## config.mk

```make
export PLATFORM = sky130hd
export DESIGN_NAME = rtc_calendar_edit
export DESIGN_NICKNAME = d
export VERILOG_FILES = /design/src/rtl/rtc_calendar_edit.sv
export SDC_FILE = /design/constraint.sdc
export NUM_CORES = 1
export LEC_CHECK = 0
export BUFFER_PORTS_ARGS = -buffer_cell sky130_fd_sc_hd__buf_2
export CORE_MARGIN = 10
export CORE_UTILIZATION = 60
export DETAILED_ROUTE_END_ITERATION = 8
export GPL_TIMING_DRIVEN = 0
export PLACE_DENSITY = 0.78
export SLEW_MARGIN = 20
export SYNTH_ARGS = -nofsm -noshare
export SYNTH_HDL_FRONTEND = slang
export SYNTH_SLANG_ARGS = --single-unit
```

## constraint.sdc

```tcl
create_clock -name clk -period 7.9 [get_ports clk]
set_input_delay 0 -clock clk [delete_from_list [all_inputs] [get_ports clk]]
set_output_delay 0 -clock clk [all_outputs]
set_load 0.005 [all_outputs]
```

## src/rtl/rtc_calendar_edit.sv

```systemverilog
// BCD time-of-day and Gregorian calendar with a push-button edit FSM, auto-repeat and blink strobe.
// Optional 12-hour outputs (hour12, pm) are built when TWELVE_HOUR_EN is defined.
module rtc_calendar_edit #(
  parameter int          TICK_DIV      = 50_000_000,
  parameter int          FAST_DIV      = 500,
  parameter int          REPEAT_DELAY  = 25_000_000,
  parameter int          REPEAT_PERIOD = 6_250_000,
  parameter int          BLINK_DIV     = 12_500_000,
  parameter logic [15:0] RESET_YEAR    = 16'h2024
) (
  input  logic        clk,
  input  logic        rst_n,
  input  logic        sw_speed,
  input  logic        butt_change,
  input  logic        butt_increase,
  input  logic        butt_decrease,
  output logic [7:0]  hour,
  output logic [7:0]  min,
  output logic [7:0]  sec,
  output logic [7:0]  day,
  output logic [7:0]  month,
  output logic [15:0] year,
  output logic [2:0]  edit_field,
  output logic        blink,
  output logic        tick_out
`ifdef TWELVE_HOUR_EN
  ,
  output logic [7:0]  hour12,
  output logic        pm
`endif
);

  typedef enum logic [2:0] {
    RUN       = 3'd0,
    SET_HOUR  = 3'd1,
    SET_MIN   = 3'd2,
    SET_SEC   = 3'd3,
    SET_DAY   = 3'd4,
    SET_MONTH = 3'd5,
    SET_YEAR  = 3'd6
  } state_t;

  localparam logic [31:0] TICK_LAST  = 32'(TICK_DIV - 1);
  localparam logic [31:0] FAST_LAST  = 32'(FAST_DIV - 1);
  localparam logic [31:0] DELAY_CNT  = 32'(REPEAT_DELAY);
  localparam logic [31:0] PERIOD_CNT = 32'(REPEAT_PERIOD);
  localparam logic [31:0] BLINK_LAST = 32'(BLINK_DIV - 1);

  function automatic logic [7:0] bcd_up(input logic [7:0] v, input logic [7:0] lo,
                                        input logic [7:0] hi);
    if (v >= hi)               return lo;
    else if (v[3:0] == 4'd9)   return {v[7:4] + 4'd1, 4'd0};
    else                       return {v[7:4], v[3:0] + 4'd1};
  endfunction

  function automatic logic [7:0] bcd_dn(input logic [7:0] v, input logic [7:0] lo,
                                        input logic [7:0] hi);
    if (v <= lo)               return hi;
    else if (v[3:0] == 4'd0)   return {v[7:4] - 4'd1, 4'd9};
    else                       return {v[7:4], v[3:0] - 4'd1};
  endfunction

  function automatic logic [15:0] year_up(input logic [15:0] y);
    logic [15:0] r;
    logic        c;
    r = y;
    c = 1'b1;
    for (int i = 0; i < 4; i++) begin
      if (c) begin
        if (r[i*4 +: 4] == 4'd9) r[i*4 +: 4] = 4'd0;
        else begin
          r[i*4 +: 4] = r[i*4 +: 4] + 4'd1;
          c = 1'b0;
        end
      end
    end
    return r;
  endfunction

  function automatic logic [15:0] year_dn(input logic [15:0] y);
    logic [15:0] r;
    logic        b;
    r = y;
    b = 1'b1;
    for (int i = 0; i < 4; i++) begin
      if (b) begin
        if (r[i*4 +: 4] == 4'd0) r[i*4 +: 4] = 4'd9;
        else begin
          r[i*4 +: 4] = r[i*4 +: 4] - 4'd1;
          b = 1'b0;
        end
      end
    end
    return r;
  endfunction

  // Leap test straight from the BCD digits: low pair gives mod 4 / mod 100, high pair mod 400.
  function automatic logic is_leap(input logic [15:0] y);
    logic [6:0] lo2;
    logic [6:0] hi2;
    lo2 = 7'(y[7:4]) * 7'd10 + 7'(y[3:0]);
    hi2 = 7'(y[15:12]) * 7'd10 + 7'(y[11:8]);
    return ((lo2 % 7'd4) == 7'd0) && ((lo2 != 7'd0) || ((hi2 % 7'd4) == 7'd0));
  endfunction

  function automatic logic [7:0] days_in_month(input logic [7:0] m, input logic [15:0] y);
    case (m)
      8'h04, 8'h06, 8'h09, 8'h11: return 8'h30;
      8'h02:                      return is_leap(y) ? 8'h29 : 8'h28;
      default:                    return 8'h31;
    endcase
  endfunction

  // Button front end: index 0 change (single shot), 1 increase, 2 decrease (auto-repeat).
  logic [2:0] raw;
  logic [2:0] pulse;
  logic [1:0] arm_q;

  assign raw = {butt_decrease, butt_increase, butt_change};

  // Synchroniser outputs are trusted only once they carry real samples, so a button
  // held through reset must be released before it can step anything.
  always_ff @(posedge clk or negedge rst_n) begin
    if (!rst_n) arm_q <= 2'b00;
    else        arm_q <= {arm_q[0], 1'b1};
  end

  genvar gi;
  generate
    for (gi = 0; gi < 3; gi++) begin : g_btn
      localparam bit REPEATS = (gi != 0);
      logic        sync_a;
      logic        sync_b;
      logic        armed;
      logic        rep_on;
      logic [31:0] rep_cnt;

      assign pulse[gi] = armed && !sync_b &&
                         ((rep_cnt == 32'd0) ||
                          (REPEATS && !rep_on && (rep_cnt == DELAY_CNT)) ||
                          (REPEATS && rep_on && (rep_cnt == PERIOD_CNT)));

      always_ff @(posedge clk or negedge rst_n) begin
        if (!rst_n) begin
          sync_a  <= 1'b1;
          sync_b  <= 1'b1;
          armed   <= 1'b0;
          rep_on  <= 1'b0;
          rep_cnt <= 32'd0;
        end else begin
          sync_a <= raw[gi];
          sync_b <= sync_a;
          if (arm_q[1] && sync_b) armed <= 1'b1;
          if (sync_b || !armed) begin
            rep_cnt <= 32'd0;
            rep_on  <= 1'b0;
          end else if (pulse[gi]) begin
            rep_cnt <= 32'd1;
            if (rep_cnt != 32'd0) rep_on <= 1'b1;
          end else if (REPEATS) begin
            rep_cnt <= rep_cnt + 32'd1;
          end
        end
      end
    end
  endgenerate

  logic chg_p, inc_p, dec_p;
  assign chg_p = pulse[0];
  assign inc_p = pulse[1];
  assign dec_p = pulse[2];

  state_t      state;
  logic [31:0] presc;
  logic [31:0] blink_cnt;
  logic        speed_q;
  logic        run;
  logic        speed_chg;
  logic        tick;
  logic [31:0] div_last;
  logic [7:0]  dim_cur;
  logic [7:0]  dim_next;
  logic [7:0]  hour_next, min_next, sec_next, day_next, month_next;
  logic [15:0] year_next;

  assign run        = (state == RUN);
  assign speed_chg  = (sw_speed != speed_q);
  assign div_last   = sw_speed ? FAST_LAST : TICK_LAST;
  assign tick       = run && !speed_chg && (presc >= div_last);
  assign dim_cur    = days_in_month(month, year);
  assign edit_field = state;

  always_comb begin
    hour_next  = hour;
    min_next   = min;
    sec_next   = sec;
    day_next   = day;
    month_next = month;
    year_next  = year;
    if (tick) begin
      sec_next = bcd_up(sec, 8'h00, 8'h59);
      if (sec == 8'h59) begin
        min_next = bcd_up(min, 8'h00, 8'h59);
        if (min == 8'h59) begin
          hour_next = bcd_up(hour, 8'h00, 8'h23);
          if (hour == 8'h23) begin
            day_next = bcd_up(day, 8'h01, dim_cur);
            if (day >= dim_cur) begin
              month_next = bcd_up(month, 8'h01, 8'h12);
              if (month == 8'h12) year_next = year_up(year);
            end
          end
        end
      end
    end else if (!run && (inc_p ^ dec_p)) begin
      case (state)
        SET_HOUR:  hour_next  = inc_p ? bcd_up(hour, 8'h00, 8'h23) : bcd_dn(hour, 8'h00, 8'h23);
        SET_MIN:   min_next   = inc_p ? bcd_up(min, 8'h00, 8'h59)  : bcd_dn(min, 8'h00, 8'h59);
        SET_SEC:   sec_next   = inc_p ? bcd_up(sec, 8'h00, 8'h59)  : bcd_dn(sec, 8'h00, 8'h59);
        SET_DAY:   day_next   = inc_p ? bcd_up(day, 8'h01, dim_cur) : bcd_dn(day, 8'h01, dim_cur);
        SET_MONTH: month_next = inc_p ? bcd_up(month, 8'h01, 8'h12) : bcd_dn(month, 8'h01, 8'h12);
        SET_YEAR:  year_next  = inc_p ? year_up(year) : year_dn(year);
        default:   ;
      endcase
    end
    // A month or year change can leave the day beyond the new month's length.
    dim_next = days_in_month(month_next, year_next);
    if (day_next > dim_next) day_next = dim_next;
  end

  always_ff @(posedge clk or negedge rst_n) begin
    if (!rst_n) begin
      state     <= RUN;
      hour      <= 8'h00;
      min       <= 8'h00;
      sec       <= 8'h00;
      day       <= 8'h01;
      month     <= 8'h01;
      year      <= RESET_YEAR;
      presc     <= 32'd0;
      speed_q   <= 1'b0;
      tick_out  <= 1'b0;
      blink     <= 1'b0;
      blink_cnt <= 32'd0;
    end else begin
      speed_q  <= sw_speed;
      tick_out <= tick;
      hour     <= hour_next;
      min      <= min_next;
      sec      <= sec_next;
      day      <= day_next;
      month    <= month_next;
      year     <= year_next;

      if (!run || speed_chg || tick) presc <= 32'd0;
      else                           presc <= presc + 32'd1;

      if (chg_p) state <= (state == SET_YEAR) ? RUN : state_t'(state + 3'd1);

      if (run || inc_p || dec_p) begin
        blink     <= 1'b0;
        blink_cnt <= 32'd0;
      end else if (blink_cnt >= BLINK_LAST) begin
        blink     <= ~blink;
        blink_cnt <= 32'd0;
      end else begin
        blink_cnt <= blink_cnt + 32'd1;
      end
    end
  end

`ifdef TWELVE_HOUR_EN
  logic [4:0] h_bin;
  logic [4:0] h12_bin;

  always_comb begin
    h_bin = 5'(hour[7:4]) * 5'd10 + 5'(hour[3:0]);
    pm    = (h_bin >= 5'd12);
    if (h_bin == 5'd0)       h12_bin = 5'd12;
    else if (h_bin > 5'd12)  h12_bin = h_bin - 5'd12;
    else                     h12_bin = h_bin;
    if (h12_bin >= 5'd10) hour12 = {4'd1, 4'(h12_bin - 5'd10)};
    else                  hour12 = {4'd0, 4'(h12_bin)};
  end
`endif

endmodule

```

### Word-level counts from Yosys, hierarchy flattened

Index checks and enable logic that the tools add are counted.

| word-level totals | value |
|---|---|
| register bits after elaboration | 235 |
| latch bits | 0 |
| RAM bits | 0 |
| bits in read-only memories | 0 |
| input bits | 6 |
| output and inout bits | 61 |
| logic and storage cells | 355 |
| memories | 0 |

| operators by class | value |
|---|---|
| add/subtract/negate cells | 37 |
| multiply operators | 4 |
| div/mod/pow operators | 0 |
| magnitude comparators | 13 |
| eq/ne operators | 36 |
| shift-type cells | 0 |
| muxes and demuxes | 148 |
| bitwise gates (word level) | 2 |
| reductions and logical operators | 85 |

Operators by type and width:

| kind | count |
|---|---|
| $mux W8 | 51 |
| $mux W32 | 9 |
| $mux W16 | 9 |
| $add A32 B1 Y32 const B | 4 |
| $logic_not A32 Y1 | 3 |
| $mux W4 | 17 |
| $eq A32 B23 Y1 const B | 2 |
| $eq A32 B25 Y1 const B | 2 |
| $reduce_bool A32 Y1 | 2 |
| $mux W1 | 58 |
| $add A4 B1 Y4 const B | 14 |
| $sub A4 B1 Y4 const B | 14 |
| $le A8 B1 Y1 const B | 5 |
| $eq A4 B4 Y1 const B | 9 |
| $logic_not A4 Y1 | 9 |
| $eq A8 B3 Y1 const B | 4 |
| $ge A32 B24 Y1 const B | 1 |
| $ge A32 B26 Y1 | 1 |
| $logic_not A7 Y1 | 4 |
| $mux W26 | 1 |
| $eq A8 B5 Y1 const B | 3 |
| $pmux W5 S2 | 2 |
| $reduce_bool A2 Y1 | 10 |
| $logic_and A1 B1 Y1 | 18 |
| other kinds (32) | 73 |

### Logic depth before layout (Yosys ltp)

Gate-level depths: netlist of run 1.

| logic depth | value |
|---|---|
| depth in word-level cells | 43 |
| mapped depth | 36 |
| depth with buffers taken out | 35 |

### Worst setup path after synthesis of run 1

No wires, ideal clock.

| path | value |
|---|---|
| path type | register to register |
| start | register year[5] |
| end | register day[3] |
| library setup time | 125 ps |
| arrival | 7,089 ps |
| required time | 7,775 ps |
| setup slack | 686 ps |
| cell stages (with the launch flop) | 33 |
| buffers on the path | 0 |
| clock period less this slack | 7,214 ps |
| cell sequence | dfstp_2 -> ha_1 -> ha_1 -> inv_1 -> fa_1 -> nor4b_1 -> o21a_1 -> nor4_1 -> a2111oi_0 -> inv_1 -> ha_1 -> o41ai_1 -> a211o_1 -> or3_1 -> nor2_1 -> nor2_1 -> nor2_1 -> nor2_1 -> a211oi_1 -> ha_1 -> ha_1 -> inv_1 -> fa_1 -> xor2_1 -> xnor2_1 -> a2bb2oi_1 -> o211ai_2 -> nand2_1 -> ha_1 -> a32o_1 -> o211ai_1 -> a31o_2 -> mux2_2 |

| between the ends | value |
|---|---|
| elaborated cells on any way between the ends | 97 |
| classes of those cells | 5 x add/sub; 3 x mul; 2 x order compare; 6 x eq/ne; 71 x mux; 10 x reduce/logical |

RTL lines:

| what | line | text |
|---|---|---|
| from (decl) | 22 | `output logic [15:0] year,` |
| from (signal assigned) | 253 | `year <= year_next;` |
| $mul A4 B3 Y6 | 101 | `lo2 = 7'(y[7:4]) * 7'd10 + 7'(y[3:0]);` |
| $add A7 B4 Y7 | 101 |  |
| $reduce_bool A7 Y1 | 103 | `return ((lo2 % 7'd4) == 7'd0) && ((lo2 != 7'd0) \|\| ((hi2 % 7'd4) == 7'd0));` |
| $logic_or A1 B1 Y1 | 103 |  |
| $logic_and A1 B1 Y1 | 103 |  |
| $mux W1 | 109 | `8'h02: return is_leap(y) ? 8'h29 : 8'h28;` |
| $pmux W5 S2 | 107 | `case (m)` |
| $ge A8 B8 Y1 | 208 | `if (day >= dim_cur) begin` |
| [... 5 more ...] | - |  |
| named net year_next[5] | 184 | `logic [15:0] year_next;` |
| [... 2 more ...] | - |  |
| $reduce_bool A7 Y1 * | 103 |  |
| $logic_or A1 B1 Y1 * | 103 |  |
| $logic_and A1 B1 Y1 * | 103 |  |
| $mux W1 * | 109 |  |
| $pmux W5 S2 * | 107 |  |
| $gt A8 B8 Y1 * | 228 | `if (day_next > dim_next) day_next = dim_next;` |
| $mux W8 * | 228 |  |
| named net day_next[3] | 183 | `logic [7:0] hour_next, min_next, sec_next, day_next, month_next;` |
| to (signal assigned) | 251 | `day <= day_next;` |
| to (decl) | 20 | `output logic [7:0] day,` |

The timed path passes the listed nets; every way through them passes the cells marked *. The select of a mux whose other input is x is not followed.
A chain may end at the register's enable or synchronous reset.

### Worst setup path in the final report of run 1

Same ends and word-level chain as after synthesis.

==> flow_metrics.py, run 1 <==
metrics = {
    "run_status": {
        "status": "completed",
    },
    "sta": {
        "fin_tns_setup_ps": 0,
        "min_period_ps": 7610,
        "slew_headroom_pct": 32.9,
        "tightest_slew_ps": 1000,
        "fmax_ghz": 0.131,
        "setup_viol_count_final": 0,
        "timing.final.crit_share_pct": 96.3,
        "rsz0062_at_grt": "true",
        "hold_viol": 0,
        "drv_slew": 0,
        "clock_skew_ps": 18.5,
    },
    "cts": {
        "root_buffer": "clkbuf_16",
        "cts_buffer_depth": 3,
        "cts.sinks": 204,
        "cts_made_buffers": 24,
        "path_clk_slew_ps": 60,
        "clk_latency_ps": 530,
        "tritoncts": "yes",
        "htreeDepth": 1,
    },
    "floorplan": {
        "placementRows": 54,
        "fp.dieW_um": 168,
        "initial_core_util_pct": 60.8,
        "ios": 67,
        "die_h_um": 168,
        "core_mm2": 0.0217,
        "dieArea_mm2": 0.0283,
    },
    "synth": {
        "yosysMostFrequentCell": "nor2_1",
        "yosysWarningCount": 0,
        "yosys.area_share.simple_pct": 25.4,
        "yosysTopAreaCellShare_pct": 36.7,
        "synth-main-ff-cell": "dfrtp_1",
        "seq_area_frac_synth_pct": 38.8,
        "synth.area.top_cells": "dfrtp_1, nor2_1, ha_1",
        "syn_area_mm2": 0.0132,
        "yosysTopAreaCell": "dfrtp_1",
        "ys_ff_latch": 204,
        "yosys-top-cells-count": "nor2_1, dfrtp_1, nand2_1",
        "syn_inst": 1543,
        "synth.area.mux_share_pct": 0.807,
        "synth_edf_count": 0,
        "synthAdderAreaFrac_pct": 7.16,
        "synthXorXnorAreaFrac_pct": 8.71,
        "synth_cell_types": 82,
        "async_reset_ff_share_pct": 100,
        "synth_compound_area_share_pct": 15.3,
        "synth_top_family_by_area": "simple AND/OR/NAND/NOR gates",
        "syn_avg_cell_area_um2": 8.54,
    },
    "route": {
        "ant_nets": 0,
        "firstDrtPassIters": 6,
        "dr_total_vias": 12000,
        "met1_length_mm": 14.4,
        "routed.top_layer": "met4",
        "drtIter0Drc": 1257,
        "drc": 0,
        "vias_per_cell": 6.07,
        "wl_met3_mm": 2.34,
        "avgRoutedWirePerCell_um": 16.8,
        "route.met2.wl_mm": 15.3,
        "wl_mm": 33.1,
    },
    "cells_and_area": {
        "fillCellCount": 1710,
        "antennaDiodeCount": 0,
        "drive_above_1_share_pct": 11.6,
        "final-seq-area_mm2": 0.00512,
        "syn_to_final_growth_pct": 14.5,
        "multi_input_comb_area_mm2": 0.00774,
        "nets": 1752,
        "utilization_pct": 69.6,
        "stdcell_count": 1971,
    },
    "critical_path": {
        "r2r_slack_ps": 290,
        "crit_type": "reg2reg",
        "arrival_ps": 8010,
        "r2r-end": "day[3]",
        "cpMaxStageDelayCell": "dfstp_2",
        "cp.required_ps": 8300,
        "cp-end-kind": "flip-flop",
        "cp_common_cell": "ha_1",
        "r2r_start": "year[5]",
        "worstSetupStartpointType": "flip-flop",
        "reg2reg_depth": 33,
        "crit_fanout": 6,
        "max_stage_delay_ps": 580,
    },
    "worst_hold_path": {
        "hp-class": "in2async",
    },
    "power_and_ir_drop": {
        "power_density_mw_per_mm2": 269,
        "p_leak_uw": 0.00632,
        "ir_drop_mv": 0.175,
    },
    "global_routing": {
        "grt_overflow_total": 0,
        "grt_start_max_net_pins": 85,
        "grt_pass1_vias": 11500,
        "grt_pass1_wl_mm": 55.6,
        "antenna_found_initial": 0,
        "grt_usage_pct": 22.7,
    },
    "place": {
        "port_buffers": 66,
        "placed_cells_incl_taps": 1905,
        "place.gp.congestion": 0.981,
        "post-dp-hpwl_mm": 23.8,
    },
    "run": {
        "cap_violations": 0,
    },
}
==> how the worst max path moves through the flow <==
stage	start	to	slack, ps	cells past startpoint
2_1_floorplan	year[5]	day[3]	690	32
3_3_place_gp	year[6]	day[3]	-420	32
3_5_place_dp	year[5]	day[3]	-530	32
4_1_cts	year[5]	day[3]	40	32
5_1_grt	year[5]	day[3]	-60	32
6_report	year[5]	day[3]	290	33
==> where the power goes <==
| part | internal (uW) | switching, uW | leakage [uW] |
|---|---|---|---|
| clock network | 659 | 447 | 0.000396 |
| registers | 1160 | 170 | 0.00266 |
| logic | 641 | 972 | 0.00327 |
| total | 2460 | 1590 | 0.00632 |
==> per-layer routing <==
metal	track usage [%]	vias up
met5	0	-
met4	8.25	0
met3	3.75	90
met2	36.7	458
met1	30.2	5669
li1	-	5741
==> stage by stage <==
step	setup WS, ps	cell area [um^2]	total power (uW)	hold slack, ps
6_report	290	15100	4050	66.0
5_1_grt	-59.1	15100	4330	106
4_1_cts	43.8	14900	3950	89.1
3_5_place_dp	-531	14000	2810	56.7
3_3_place_gp	-416	13900	2760	105
2_1_floorplan	686	13200	2350	-296
==> critical path, delay by kind of cell (launching register included) <==
family | cells | cell delay (ps)
AOI/OAI and AO/OA | 11 | 2410
and+or+nand+nor | 8 | 1290
buffers and inverters | 5 | 530
adders and majority gates | 8 | 2380
muxes | 1 | 320
DFF | 1 | 580
==> area by class of cell <==
cell class | count | share of cell area, %
plain buffers | 67 | 1.82
clock buffers | 35 | 4.72
clock inverters | 9 | 0.581
inverters | 57 | 1.42
multi-input cells | 1228 | 51.3
flip-flops and latches | 204 | 33.9
well taps | 280 | 2.32
repair buffers | 91 | 3.87
==> cell usage in the layout, fill, tap and decap left out, drive strengths merged, types with 23 or more instances in the layout <==
cell type and instances:
nor2 239, dfrtp 193, nand2 125, buf 98, clkbuf 90, o21ai 88
a21oi 79, nand3 74, xor2 73, ha 69, xnor2 58, inv 58
nor3 47, and3 40, nand4 30, nor4 30, a31oi 23
==> logic make-up after synthesis <==
kind of cell / after synthesis
other cells: 2
buf+inv: 125
flops: 204
mux: 9
simple gates: 687
compound gates: 312
fa+ha+maj: 73
xor+xnor: 131
==> repair_timing <==
action,in CTS,in global routing
endpoints found under the hold margin,109,0
gates resized for setup,9,28
setup endpoints to repair,5,5
setup buffers,1,17
pin swaps,0,20
hold buffers,5,0
==> state kept, by name (all words and copies together) (netlist names), 8 cells and up <==
register	flops
blink_cnt	32
day	8
g_btn.rep_cnt	65
hour	8
min	8
month	8
presc	32
sec	8
year	16
Note: power is estimated with default switching activity, not from simulation.
==> inputs of run 2 (changes only) <==
- ABC_AREA: default -> 1
- CAP_MARGIN: default -> 5
==> run 2 against run 1 <==
  * Worst setup slack gained 480 ps
  * Global-route usage grew 2.0 points
  * Synthesized cell count grew 39%
  * Non-clock buffer count shrank 49
  * Sequential cell count is the same
  * Sequential share of layout area shrank 3.2 points
==> flow_metrics.py, run 2 <==
metrics = {
    "sta": {
        "timing.final.crit_share_pct": 90.3,
        "hold_viol": 0,
        "drv_slew": 0,
        "fmax_ghz": 0.140,
        "rsz0062_at_grt": "false",
        "setup_viol_count_final": 0,
        "tightest_slew_ps": 951,
        "min_period_ps": 7130,
        "fin_tns_setup_ps": 0,
        "slew_headroom_pct": 36.3,
        "clock_skew_ps": 15.3,
    },
    "place": {
        "port_buffers": 66,
        "place.gp.congestion": 0.966,
        "post-dp-hpwl_mm": 29.2,
    },
    "cts": {
        "tritoncts": "yes",
        "cts.sinks": 204,
        "cts_made_buffers": 24,
        "root_buffer": "clkbuf_16",
        "clk_latency_ps": 550,
        "cts_setup_buffers": 0,
        "cts_buffer_depth": 3,
        "path_clk_slew_ps": 60,
        "htreeDepth": 1,
    },
    "cells_and_area": {
        "syn_to_final_growth_pct": 12.0,
        "largest_reg_flops": 65,
        "reg.largest.list": "g_btn.rep_cnt x65, blink_cnt x32, presc x32",
        "layout.cells.most_common_list": "nand2_1, nor2_1, inv_1",
        "antennaDiodeCount": 0,
        "final-seq-area_mm2": 0.00512,
        "final_common_cell": "nand2_1",
        "top_register": "g_btn.rep_cnt",
        "multi_input_comb_area_mm2": 0.00847,
        "fillCellCount": 2137,
        "drive_above_1_share_pct": 11.5,
        "nets": 2341,
    },
    "route": {
        "route.met2.wl_mm": 18.0,
        "drc": 0,
        "wl_mm": 38.9,
        "firstDrtPassIters": 5,
        "ant_nets": 0,
        "drtIter0Drc": 1279,
        "dr_total_vias": 14500,
        "wl_met3_mm": 2.70,
        "routed.top_layer": "met4",
        "vias_per_cell": 5.56,
        "met1_length_mm": 17.2,
        "avgRoutedWirePerCell_um": 14.9,
    },
    "critical_path": {
        "cp.required_ps": 8390,
        "crit_fanout": 10,
        "arrival_ps": 7620,
        "path_depth": 43,
        "cpMaxStageDelayCell": "dfstp_2",
        "cp-startpoint": "year[5]",
        "crit_type": "reg2reg",
        "cp_top_family": "simple AND/OR/NAND/NOR gates",
        "cp_common_cell": "nand2_1",
        "r2r_start": "year[5]",
        "reg2reg_depth": 43,
        "cp.buffers_inverters": 8,
        "r2r_slack_ps": 770,
        "max_stage_delay_ps": 600,
        "crit_path_end": "day[3]",
        "cp-end-kind": "flip-flop",
        "r2r-end": "day[3]",
        "worstSetupStartpointType": "flip-flop",
    },
    "power_and_ir_drop": {
        "p_leak_uw": 0.00789,
        "power.total_uw": 4160,
        "power_density_mw_per_mm2": 250,
        "ir_drop_mv": 0.187,
    },
    "synth": {
        "yosysMostFrequentCell": "nand2_1",
        "async_reset_ff_share_pct": 100,
        "syn_avg_cell_area_um2": 6.91,
        "yosysTopAreaCell": "dfrtp_1",
        "yosysTopAreaCellShare_pct": 32.5,
        "synth_cell_types": 70,
        "yosys-top-cells-count": "nand2_1, nor2_1, inv_1",
        "synth-main-ff-cell": "dfrtp_1",
        "synth_edf_count": 0,
        "seq_area_frac_synth_pct": 34.5,
        "yosysWarningCount": 0,
        "ys_ff_latch": 204,
        "synth.area.top_cells": "dfrtp_1, nand2_1, nor2_1",
        "syn_inst": 2147,
        "syn_area_mm2": 0.0148,
    },
    "worst_hold_path": {
        "hp-class": "in2reg",
    },
    "global_routing": {
        "antenna_found_initial": 0,
        "grt_pass1_vias": 13900,
        "grt_usage_pct": 24.7,
        "grt_overflow_total": 0,
        "grt_start_max_net_pins": 78,
        "grt_pass1_wl_mm": 65.6,
    },
    "run_status": {
        "status": "completed",
    },
    "floorplan": {
        "placementRows": 57,
        "initial_core_util_pct": 61.0,
        "fp.dieW_um": 177,
        "die_h_um": 177,
        "dieArea_mm2": 0.0314,
        "ios": 67,
        "core_mm2": 0.0243,
    },
    "run": {
        "cap_violations": 0,
    },
}
-- run 2: changes by cell type in the layout (fill, tap and decap cells not counted), moves of 30 or more --
cell | previous run | this run
clkbuf_1 | 57 | 13
nand2_1 | 125 | 520
o21ai_0 | 83 | 114
inv_1 | 56 | 278
nand3_1 | 74 | 133
xnor2_1 | 58 | 8
and3_1 | 39 | 6
xor2_1 | 72 | 42
nor2_1 | 236 | 300
-- run 2: worst reg2reg max path: cells and delay by family (launching register included) --
family,cells,cell delay [ps]
simple gates,22,2320
buf+inv,8,890
compound gates,3,720
fa+ha+maj,8,2180
xor+xnor,2,380
flops,1,600
-- run 2: how the worst min path moves through the flow --
| stage | startpoint | end | slack (ps) | depth (start not counted) |
|---|---|---|---|---|
| 5_1_grt | butt_increase | g_btn[1].sync_a | 110 | 2 |
| 2_1_floorplan | rst_n | arm_q[0] | -300 | 0 |
| 4_1_cts | butt_decrease | g_btn[2].sync_a | 90 | 2 |
| 3_5_place_dp | rst_n | g_btn[1].rep_cnt[8] | -40 | 1 |
| 6_report | butt_increase | g_btn[1].sync_a | 110 | 2 |
| 3_3_place_gp | butt_decrease | g_btn[2].sync_a | 120 | 1 |
-- run 2: cell type report --
type                       instances  area share (%)
multi-input combinational       1620            51.0
sequential                       204            30.8
inverter                         303            6.86
clock buffer                      28            3.94
timing repair buffer              75            2.80
tap                              324            2.44
clock inverter                    16            1.17
buffer                            34            1.03
-- run 2: layer usage --
layer | vias up | GRT usage [%]
met2 | 456 | 41.1
li1 | 7187 | -
met1 | 6765 | 32.7
met5 | - | 0
met4 | 0 | 6.95
met3 | 80 | 3.95
-- run 2: timing repair --
| action | CTS | global route |
|---|---|---|
| setup endpoints to repair | 0 | 6 |
| hold buffers | 7 | 0 |
| hold endpoints to repair | 129 | 0 |
| resized for setup | 0 | 3 |
-- run 2: report_power, final --
| group | leakage, uW | internal, uW | switching [uW] |
|---|---|---|---|
| registers | 0.00267 | 1170 | 179 |
| clock network | 0.000415 | 698 | 469 |
| logic | 0.00481 | 580 | 1060 |
-- run 2: cell families (layout without fill, tap and decap cells) --
logic type | count (synthesis) | in the layout | share of synthesized area [%]
other | 2 | 16 | 0.0506
adders and majority gates | 73 | 73 | 6.36
and+or+nand+nor | 1175 | 1175 | 35.3
xor gates and xnor gates | 50 | 50 | 2.95
buffers and inverters | 337 | 456 | 8.83
muxes | 4 | 4 | 0.320
AOI/OAI and AO/OA | 302 | 302 | 11.7
DFF | 204 | 204 | 34.5
-- run 2: through the flow --
stage          setup WS (ps)  std cells  util [%]  hold WS, ps  cell area, um^2
4_1_cts                  410       2604      68.3         89.2            16600
3_3_place_gp             652       2551      64.3          120            15600
5_1_grt                  142       2604      68.3          107            16600
6_report                 770       2604      68.3          112            16600
3_5_place_dp             448       2553      64.5        -42.9            15700
2_1_floorplan           1930       2161         -         -296            14900
